`src/rtl/bcd_ascii_tx_sequencer.sv`:
```
// Streams a packed BCD word out as ASCII bytes over a valid/ready byte port:
// optional '-' sign, digits MSB first (optionally without leading zeros), optional CR LF.
module bcd_ascii_tx_sequencer #(
    parameter int NDIGITS     = 8,
    parameter bit LZ_SUPPRESS = 1,
    parameter bit TERM_EN     = 1
) (
    input  logic                 clk,
    input  logic                 rst_n,
    input  logic                 in_valid,
    output logic                 in_ready,
    input  logic [4*NDIGITS-1:0] in_bcd,
    input  logic                 in_neg,
    output logic                 out_valid,
    input  logic                 out_ready,
    output logic [7:0]           out_data,
    output logic                 out_last,
    output logic                 bad_digit
);

    localparam int IW = (NDIGITS > 1) ? $clog2(NDIGITS) : 1;

    typedef enum logic [2:0] {
        IDLE,
        SIGN,
        DIGIT,
        CR,
        LF
    } state_t;

    state_t                 state, state_d;
    logic [4*NDIGITS-1:0]   word, word_d;
    logic [IW-1:0]          idx, idx_d;
    logic [IW-1:0]          start_idx;
    logic [3:0]             nibble;

    // First digit to send: the most significant nonzero nibble (digit 0 if all zero).
    always_comb begin
        start_idx = LZ_SUPPRESS ? '0 : IW'(NDIGITS - 1);
        if (LZ_SUPPRESS) begin
            for (int i = 0; i < NDIGITS; i++) begin
                if (in_bcd[4*i +: 4] != 4'd0)
                    start_idx = IW'(i);
            end
        end
    end

    always_comb begin
        nibble = '0;
        for (int i = 0; i < NDIGITS; i++) begin
            if (idx == IW'(i))
                nibble = word[4*i +: 4];
        end
    end

    // NOTE: every variable gets a default before the case so no path leaves one
    // unassigned; otherwise synthesis would infer a latch to hold the old value.
    always_comb begin
        state_d   = state;
        word_d    = word;
        idx_d     = idx;
        in_ready  = 1'b0;
        out_valid = 1'b0;
        out_data  = 8'h00;
        out_last  = 1'b0;
        bad_digit = 1'b0;

        case (state)
            IDLE: begin
                in_ready = 1'b1;
                if (in_valid) begin
                    word_d  = in_bcd;
                    idx_d   = start_idx;
                    state_d = in_neg ? SIGN : DIGIT;
                end
            end

            SIGN: begin
                out_valid = 1'b1;
                out_data  = 8'h2D;
                if (out_ready)
                    state_d = DIGIT;
            end

            DIGIT: begin
                out_valid = 1'b1;
                if (nibble > 4'd9) begin
                    out_data  = 8'h3F;
                    bad_digit = 1'b1;
                end else begin
                    out_data  = {4'h3, nibble};
                end
                out_last = !TERM_EN && (idx == '0);
                if (out_ready) begin
                    if (idx == '0)
                        state_d = TERM_EN ? CR : IDLE;
                    else
                        idx_d = idx - 1'b1;
                end
            end

            CR: begin
                out_valid = 1'b1;
                out_data  = 8'h0D;
                if (out_ready)
                    state_d = LF;
            end

            LF: begin
                out_valid = 1'b1;
                out_data  = 8'h0A;
                out_last  = 1'b1;
                if (out_ready)
                    state_d = IDLE;
            end

            default: state_d = IDLE;
        endcase
    end

    // NOTE: sequential state uses non-blocking assignments so all registers update
    // together from pre-edge values; the latched word is reset too so an aborted
    // message leaves nothing behind.
    always_ff @(posedge clk or negedge rst_n) begin
        if (!rst_n) begin
            state <= IDLE;
            word  <= '0;
            idx   <= '0;
        end else begin
            state <= state_d;
            word  <= word_d;
            idx   <= idx_d;
        end
    end

endmodule

```
`config.mk`:
```
export PLATFORM = sky130hd
export DESIGN_NAME = bcd_ascii_tx_sequencer
export DESIGN_NICKNAME = d
export VERILOG_FILES = /design/src/rtl/bcd_ascii_tx_sequencer.sv
export SDC_FILE = /design/constraint.sdc
export NUM_CORES = 1
export LEC_CHECK = 0
export BUFFER_PORTS_ARGS = -buffer_cell sky130_fd_sc_hd__buf_4
export CORE_ASPECT_RATIO = 0.7
export CORE_UTILIZATION = 43
export DETAILED_ROUTE_END_ITERATION = 12
export GPL_ROUTABILITY_DRIVEN = 0
export MAX_ROUTING_LAYER = met4
export PLACE_DENSITY = 0.66
export SYNTH_ARGS = -nofsm -noshare
export SYNTH_HDL_FRONTEND = slang
export SYNTH_SLANG_ARGS = --single-unit
export TNS_END_PERCENT = 1
```
`constraint.sdc`:
```
create_clock -name clk -period 3.45 [get_ports clk]
set_input_delay 0.345 -clock clk [delete_from_list [all_inputs] [get_ports clk]]
set_output_delay 0.345 -clock clk [all_outputs]
set_load 0.02 [all_outputs]
```
# After elaboration in Yosys (flattened, before gate mapping)
# Cells that the tools add are included.
# W data, S select, Z words.
classes:
  n_bitwise: 0
  shifts: 0
  mul: 0
  n_eq_ne: 18
  n_reduce_logical: 14
  div_mod_pow: 0
  magnitude_cmp: 1
  addsub: 1
  mux: 34
op_table:
  columns: ["operator", "count"]
  rows:
  - ["$mux W3", 14]
  - ["$mux W4", 9]
  - ["$reduce_bool A4 Y1", 7]
  - ["$pmux W6 S4", 1]
  - ["$eq A3 B3 Y1 const B", 5]
  - ["$pmux W3 S5", 1]
  - ["$ne A2 B2 Y1 const B", 7]
  - ["$eq A3 B2 Y1 const B", 4]
  - ["$eq A3 B1 Y1 const B", 2]
  - ["$logic_not A3 Y1", 2]
  - ["$mux W1", 6]
  - ["$pmux W3 S2", 1]
  - ["$reduce_and A6 Y1", 1]
  - ["$gt A4 B4 Y1 const B", 1]
  - ["$mux W2", 2]
  - ["$reduce_and A4 Y1", 1]
  - ["$reduce_or A4 Y1", 1]
  - ["$sub A3 B1 Y3 const B", 1]
  - ["$reduce_and A2 Y1", 1]
  - ["$reduce_bool A2 Y1", 1]
totals:
  memories: 0
  mem_bits_ro: 0
  word_cells: 71
  ram_bits: 0
  out_inout_bits: 12
  register_bits: 38
  input_bits: 37
  latch_bits: 0

# Logic depth before layout (Yosys ltp)
# Gate-level depths: netlist of the first run.
depth:
  word_depth: 12
  ltp_mapped: 9
  mapped_depth_nobuf: 7

# Worst setup path after synthesis of the first run
# Ideal clock, no wire load.
synth_path:
  path_type: "register to output"
  from: "reg idx[0]"
  to: "out bad_digit"
  slack_ns: 1.336
  arrival_time_ns: 1.769
  required_time_ns: 3.105
  n_path_buf: 2
  path_stages_with_launch: 10
  path_cell_list: "dfrtp_1 inv_1 ha_1 buf_2 buf_6 nor2b_1 o21ai_0 o221ai_1 a21oi_1 and2_1"
synth_via:
  elab_chain_len: 12
  elab_cells_between_ends: 19
  classes_between: "order compare (1); eq/ne (7); mux (10); reduce/logical (1)"
synth_rtl:
  columns: ["element", "line", "source"]
  rows:
  - ["start: declaration", "33", "logic [IW-1:0] idx, idx_d;"]
  - ["start signal: assignment", "132", "idx <= idx_d;"]
  - ["$logic_not A3 Y1", "51", "if (idx == IW'(i))"]
  - ["$mux W4 (7 in series)", "51", null]
  - ["$mux W4 *", "51", null]
  - ["$gt A4 B4 Y1 *", "87", "if (nibble > 4'd9) begin"]
  - ["$mux W1 *", "87", null]
  - ["$mux W1 *", "68", "case (state)"]
  - ["end: declaration", "18", "output logic bad_digit"]
# Mark *: on every way between the ends. The rest lies on a longest branch, timed or not.

# Worst setup path after layout of the first run
layout_path:
  from: "reg idx[0]"
  to: "out out_data[1]"
layout_via:
  elab_chain_len: 12
  elab_cells_between_ends: 19
  classes_between: "order compare (1); eq/ne (7); mux (10); reduce/logical (1)"
layout_rtl:
  columns: ["element", "line", "source"]
  rows:
  - ["$logic_not A3 Y1", "51", null]
  - ["$mux W4 (7 in series)", "51", null]
  - ["$mux W4 *", "51", null]
  - ["$gt A4 B4 Y1", "87", null]
  - ["$mux W4 *", "87", null]
  - ["$pmux W6 S4 *", "68", null]
  - ["end: declaration", "16", "output logic [7:0] out_data,"]
# Marked as above.

==> metrics.csv, run 1 <==
metric,value,unit
p_leak,1.13,nW
dieArea,0.00552,mm^2
drt_iter0_markers,112,
report.final.slew_viol_count,0,
setup.worst_path.start_class,flop,
fin_skew,0.00209,ns
fp.coreArea,0.00491,mm^2
r2r_start,state[0],
synth_compound_area_share,17.9,%
ys_async_sr_fraction,100,%
end_kind,primary output,
synth.distinct_cells,50,
max_slew_margin,59.6,%
period_share,81.8,%
viasPerCell,5.41,
maxCapViolations,0,
syn_avg_cell_area,11.2,um^2
synth_top_family_by_area,compound AO/OA/AOI/OAI gates,
ys_ff_latch,38,
seq_area_frac_synth,42.3,%
area_delta_synth_final,17.7,%
synthSimpleGateAreaFrac,13.7,%
setup_tns,0,ns
wl_per_cell,16.1,um
whs,0.00860,ns
place_area,0.00255,mm^2
port_buffers,46,
p_total,2.48,mW
synthFlopType,dfrtp_1,
rows,21,
gr-usage-all-layers,20.2,%
grt_max_degree,39,
vias,1673,
crit_arrival,2.48,ns
synth_edf_count,0,
hold_class,input port to async pin,
clock-sinks,38,
syn_inst,200,
ant_nets,0,
post_cts_buffers,0,
dp_hpwl,3800,um
grt_pass1_vias,1610,
h-tree-depth,2,
fin_util,53.8,%
setup_viol,0,
cts_hold_buf,0,
rsz0062_at_grt,no,
fin_crit,2.82,ns
antenna_found_initial,0,
drive_gt1_share,41.3,%
muxShareOfSynthArea,15.0,%
grt_pass1_wl,8150,um
synth_fa_ha_area_share,2.78,%
worstMarginPinSlew,0.606,ns
ir_worst_vdd,298,uV
dieHeight,62.5,um
p_per_area,936,mW/mm^2
cts_made_buffers,5,
drcViolationCount,0,
postCtsResizedCells,0,
dr.pass1.iters,4,
final_cell_area,0.00265,mm^2
finalHoldViolCount,0,
synth_area,0.00225,mm^2
root_buffer,clkbuf_8,
worstSetupStartpoint,idx[0],
reg2reg_depth,3,
ios,49,
max-clock-path-buffers,2,
initial_core_util,45.7,%
grt_overflow_total,0,
cts_tree,yes,
n_antenna_cell,0,
worstPathRequired,3.11,ns
synth_warnings,0,
path_max_fanout,18,
clk_pin_slew,0.07,ns
clk-insertion-delay-late,0.28,ns
die_w,88.4,um
synthXorXnorAreaFrac,0.780,%
r2r-end,word[6],
status,"finished, final reports clean",
path_class,flop to primary output,
nNetsFinal,281,
max_freq,0.354,GHz
routed_wl,4990,um
rrSetupSlack,1.60,ns
[through the flow]
stage               worst slack (ns)  cells
detailed placement             0.927    301
global placement                1.02    301
global route                   0.413    309
CTS                            0.638    309
floorplan                       1.34    201
finish                         0.628    309
[kinds of logic after synthesis]
| family | Yosys count |
|---|---|
| AOI/OAI and AO/OA | 51 |
| and+or+nand+nor | 48 |
| DFF | 38 |
| muxes | 30 |
| buffers and inverters | 25 |
| adders and majority gates | 5 |
| xor gates and xnor gates | 2 |
| other | 1 |
[metal layers]
layer  global-route usage, %  routed length, um  vias to the layer above
li1                        -                  -                      800
met1                    31.2               2640                      821
met2                    26.0               2050                       50
met3                    4.89                279                        2
met4                    5.44                 21                        0
met5                       -                  0                        -
[critical path, cell delays in order (launching register included)]
cell      delay, ns
dfrtp_1        0.42
inv_1          0.12
ha_1           0.55
a22oi_1        0.18
a21oi_1        0.25
o221ai_2       0.17
o21ai_0        0.22
a21o_1         0.14
buf_4          0.13
[sequential cells by signal (all words and copies together), names as in the netlist]
register  cells
idx           3
state         3
word         32
[power breakdown]
| part | switching (mW) | leakage, nW | internal (mW) | total [mW] |
|---|---|---|---|---|
| Sequential | 0.202 | 0.449 | 0.668 | 0.870 |
| Combinational | 0.666 | 0.636 | 0.631 | 1.30 |
| Clock | 0.147 | 0.0482 | 0.161 | 0.308 |
| Total | 1.02 | 1.13 | 1.46 | 2.48 |
[cells in the final DEF, fill, tap and decap left out, types with 3 or more instances in the layout]
master / netlist / final
dfrtp_1: 38 / 38
a21oi_1: 10 / 10
nand2_1: 11 / 11
nor3b_1: 3 / 3
a21o_1: 3 / 3
inv_1: 10 / 10
or4_1: 3 / 3
mux2_2: 29 / 29
clkbuf_8: 0 / 6
nor2_1: 8 / 8
nor2b_1: 7 / 7
a22oi_1: 6 / 6
buf_4: 2 / 46
nand3b_1: 3 / 3
ha_1: 5 / 5
o21ai_0: 8 / 8
a221oi_2: 4 / 4
[final cells by class]
cell class,count,area [um^2]
Fill cell,483,2270
Tap cell,69,86.3
Multi-Input combinational cell,138,1130
Clock buffer,7,86.3
Sequential cell,38,951
Inverter,10,37.5
Clock inverter,1,5.00
Timing Repair Buffer,46,345
[synth_stat cells (3+ instances only)]
master    instances  share of area, %
buf_2             3              0.67
inv_1            10               1.7
or4_1             3               1.0
buf_6             8               4.0
ha_1              5               2.8
a21oi_1          10               2.2
o21ai_0           8               1.8
mux2_2           29                15
a22oi_1           6               2.0
nand2_1          11               1.8
a21o_1            3               1.0
nor2_1            8               1.3
dfrtp_1          38                42
nand3b_1          3               1.0
a221oi_2          4               2.7
nor3b_1           3               1.0
nor2b_1           7               1.9
[how the worst max path moves through the flow]
stage | end | slack (ns) | cells past startpoint
3_3_place_gp | bad_digit | 1.02 | 8
3_5_place_dp | out_data[1] | 0.93 | 8
5_1_grt | out_data[1] | 0.41 | 8
2_1_floorplan | bad_digit | 1.34 | 9
6_report | out_data[1] | 0.63 | 8
4_1_cts | out_data[1] | 0.64 | 8
No activity file was read; power rests on OpenSTA's default activity.
==> inputs of run 2 (changes only) <==
Clock period 3.45 ns to 2.7 ns, I/O delays scaled along.
==> metrics.csv, run 2 (synthesis gave the netlist of run 1 again) <==
metric,value,unit,change
rrSetupSlack,0.87,ns,was 1.60 ns
pre_cts_ws,0.284,ns,was 0.927 ns
status,"finished, final reports clean",,unchanged
hold_class,input port to flop,,was input port to async pin
drcViolationCount,0,,unchanged
clock-sinks,38,,unchanged
initial_core_util,45.7,%,unchanged
gr-usage-all-layers,20.7,%,was 20.2%
fin_ws,0.159,ns,was 0.628 ns
r2r_start,state[0],,unchanged
ant_nets,0,,unchanged
ir_worst_vdd,413,uV,was 298 uV
largest_register,word,,unchanged
rsz0062_at_grt,no,,unchanged
grt_use_met3,4.76,%,was 4.89%
nNetsFinal,282,,was 281
report.final.slew_viol_count,0,,unchanged
clk_pin_slew,0.07,ns,about the same
drt_iter0_markers,98,,was 112
crit_arrival,2.27,ns,was 2.48 ns
area_delta_synth_final,18.9,%,was 17.7%
whs_path_depth,3,,
setup_viol,0,,unchanged
grt_pass1_vias,1657,,was 1610
finalHoldViolCount,0,,unchanged
cts_made_buffers,5,,unchanged
dp_hpwl,3800,um,about the same
top_regs,"word: 32 flops, idx: 3 flops, state: 3 flops",,unchanged
n_antenna_cell,0,,unchanged
end_kind,primary output,,unchanged
fin_skew,0.00312,ns,was 0.00209 ns
setup_tns,0,ns,unchanged
rows,21,,unchanged
grt_overflow_total,0,,unchanged
fp.coreArea,0.00491,mm^2,unchanged
layout_commonest_cell,buf_4,,unchanged
p_total,3.19,mW,was 2.48 mW
max-clock-path-buffers,2,,unchanged
place_area,0.00255,mm^2,unchanged
wl_per_cell,16.2,um,was 16.1 um
path_max_fanout,12,,was 18
dieHeight,62.5,um,unchanged
root_buffer,clkbuf_8,,unchanged
final_cell_mix,"buf_4, dfrtp_1, mux2_2",,unchanged
reg2reg_depth,3,,unchanged
port_buffers,46,,unchanged
fin_util,54.4,%,was 53.8%
p_per_area,1190,mW/mm^2,was 936 mW/mm^2
max_freq,0.394,GHz,
worstPathRequired,2.43,ns,was 3.11 ns
period_share,94.1,%,
p_leak,1.13,nW,about the same
antenna_found_initial,0,,unchanged
holdPathEnd,word[10],,
final_cell_area,0.00267,mm^2,was 0.00265 mm^2
grt_pass1_wl,8450,um,was 8150 um
setup.worst_path.start_class,flop,,unchanged
maxCapViolations,0,,unchanged
hold_path.startpoint,in_bcd[10],,
viasPerCell,5.38,,was 5.41
whs,0.202,ns,was 0.00860 ns
dp.cells,301,,unchanged
met2_usage,27.5,%,was 26.0%
dr.pass1.iters,4,,unchanged
path_class,flop to primary output,,unchanged
largest_register_ffs,32,,unchanged
h-tree-depth,2,,unchanged
drive_gt1_share,42.3,%,was 41.3%
ios,49,,unchanged
routed_wl,5020,um,was 4990 um
clk-insertion-delay-late,0.28,ns,about the same
r2r-end,word[4],,was word[6]
stdcell_count,310,,was 309
cts_tree,yes,,unchanged
dieArea,0.00552,mm^2,unchanged
grt_max_degree,39,,unchanged
met1_usage,31.8,%,was 31.2%
top_usage_layer,met1,,unchanged
fin_crit,2.54,ns,
vias,1668,,was 1673
die_w,88.4,um,unchanged
run 2: cell types whose count changed in the layout (fill, tap and decap cells not counted):
| cell | before | now |
|---|---|---|
| ha_1 | 5 | 2 |
| ha_2 | 0 | 2 |
| dlygate4sd3_1 | 0 | 1 |
| ha_4 | 0 | 1 |
run 2: how the worst max path moves through the flow:
stage	from	end	slack, ns	depth (start not counted)
5_1_grt	idx[1]	bad_digit	0.009	8
4_1_cts	idx[1]	out_data[1]	0.09	8
6_report	idx[1]	bad_digit	0.16	7
2_1_floorplan	idx[0]	bad_digit	0.66	9
3_3_place_gp	idx[0]	bad_digit	0.34	8
3_5_place_dp	idx[0]	out_data[1]	0.28	8
run 2: area by class of cell:
| class | count | area (um^2) |
|---|---|---|
| Inverter | 10 | 37.5 |
| Sequential cell | 38 | 951 |
| Clock inverter | 1 | 5.00 |
| Timing Repair Buffer | 47 | 355 |
| Fill cell | 474 | 2240 |
| Clock buffer | 7 | 86.3 |
| Tap cell | 69 | 86.3 |
| Multi-Input combinational cell | 138 | 1150 |
run 2: per-layer routing:
| metal | share of wire, % | vias to the layer above |
|---|---|---|
| met1 | 51 | 823 |
| met2 | 42 | 40 |
| met5 | 0 | - |
| met3 | 5.8 | 2 |
| li1 | - | 803 |
| met4 | 0.44 | 0 |
run 2: report_power, final:
group | internal (mW) | total, mW | switching, mW
registers | 0.853 | 1.11 | 0.261
logic | 0.824 | 1.68 | 0.856
clock network | 0.206 | 0.397 | 0.191
total | 1.88 | 3.19 | 1.31
run 2: what timing repair did:
item                                    4_1_cts  5_1_grt
hold buffers                                  1        0
buffers inserted                              0        0
gates resized for setup                       1        3
endpoints found under the setup margin        2        4
hold endpoints to repair                     38        0
run 2: critical path: stages, from the launching register on:
cell and delay [ns]:
dfrtp_1 0.45, ha_1 0.35, or2_4 0.30, a221oi_2 0.17, o221ai_1 0.20, a21oi_1 0.22
and2_1 0.15, buf_4 0.13
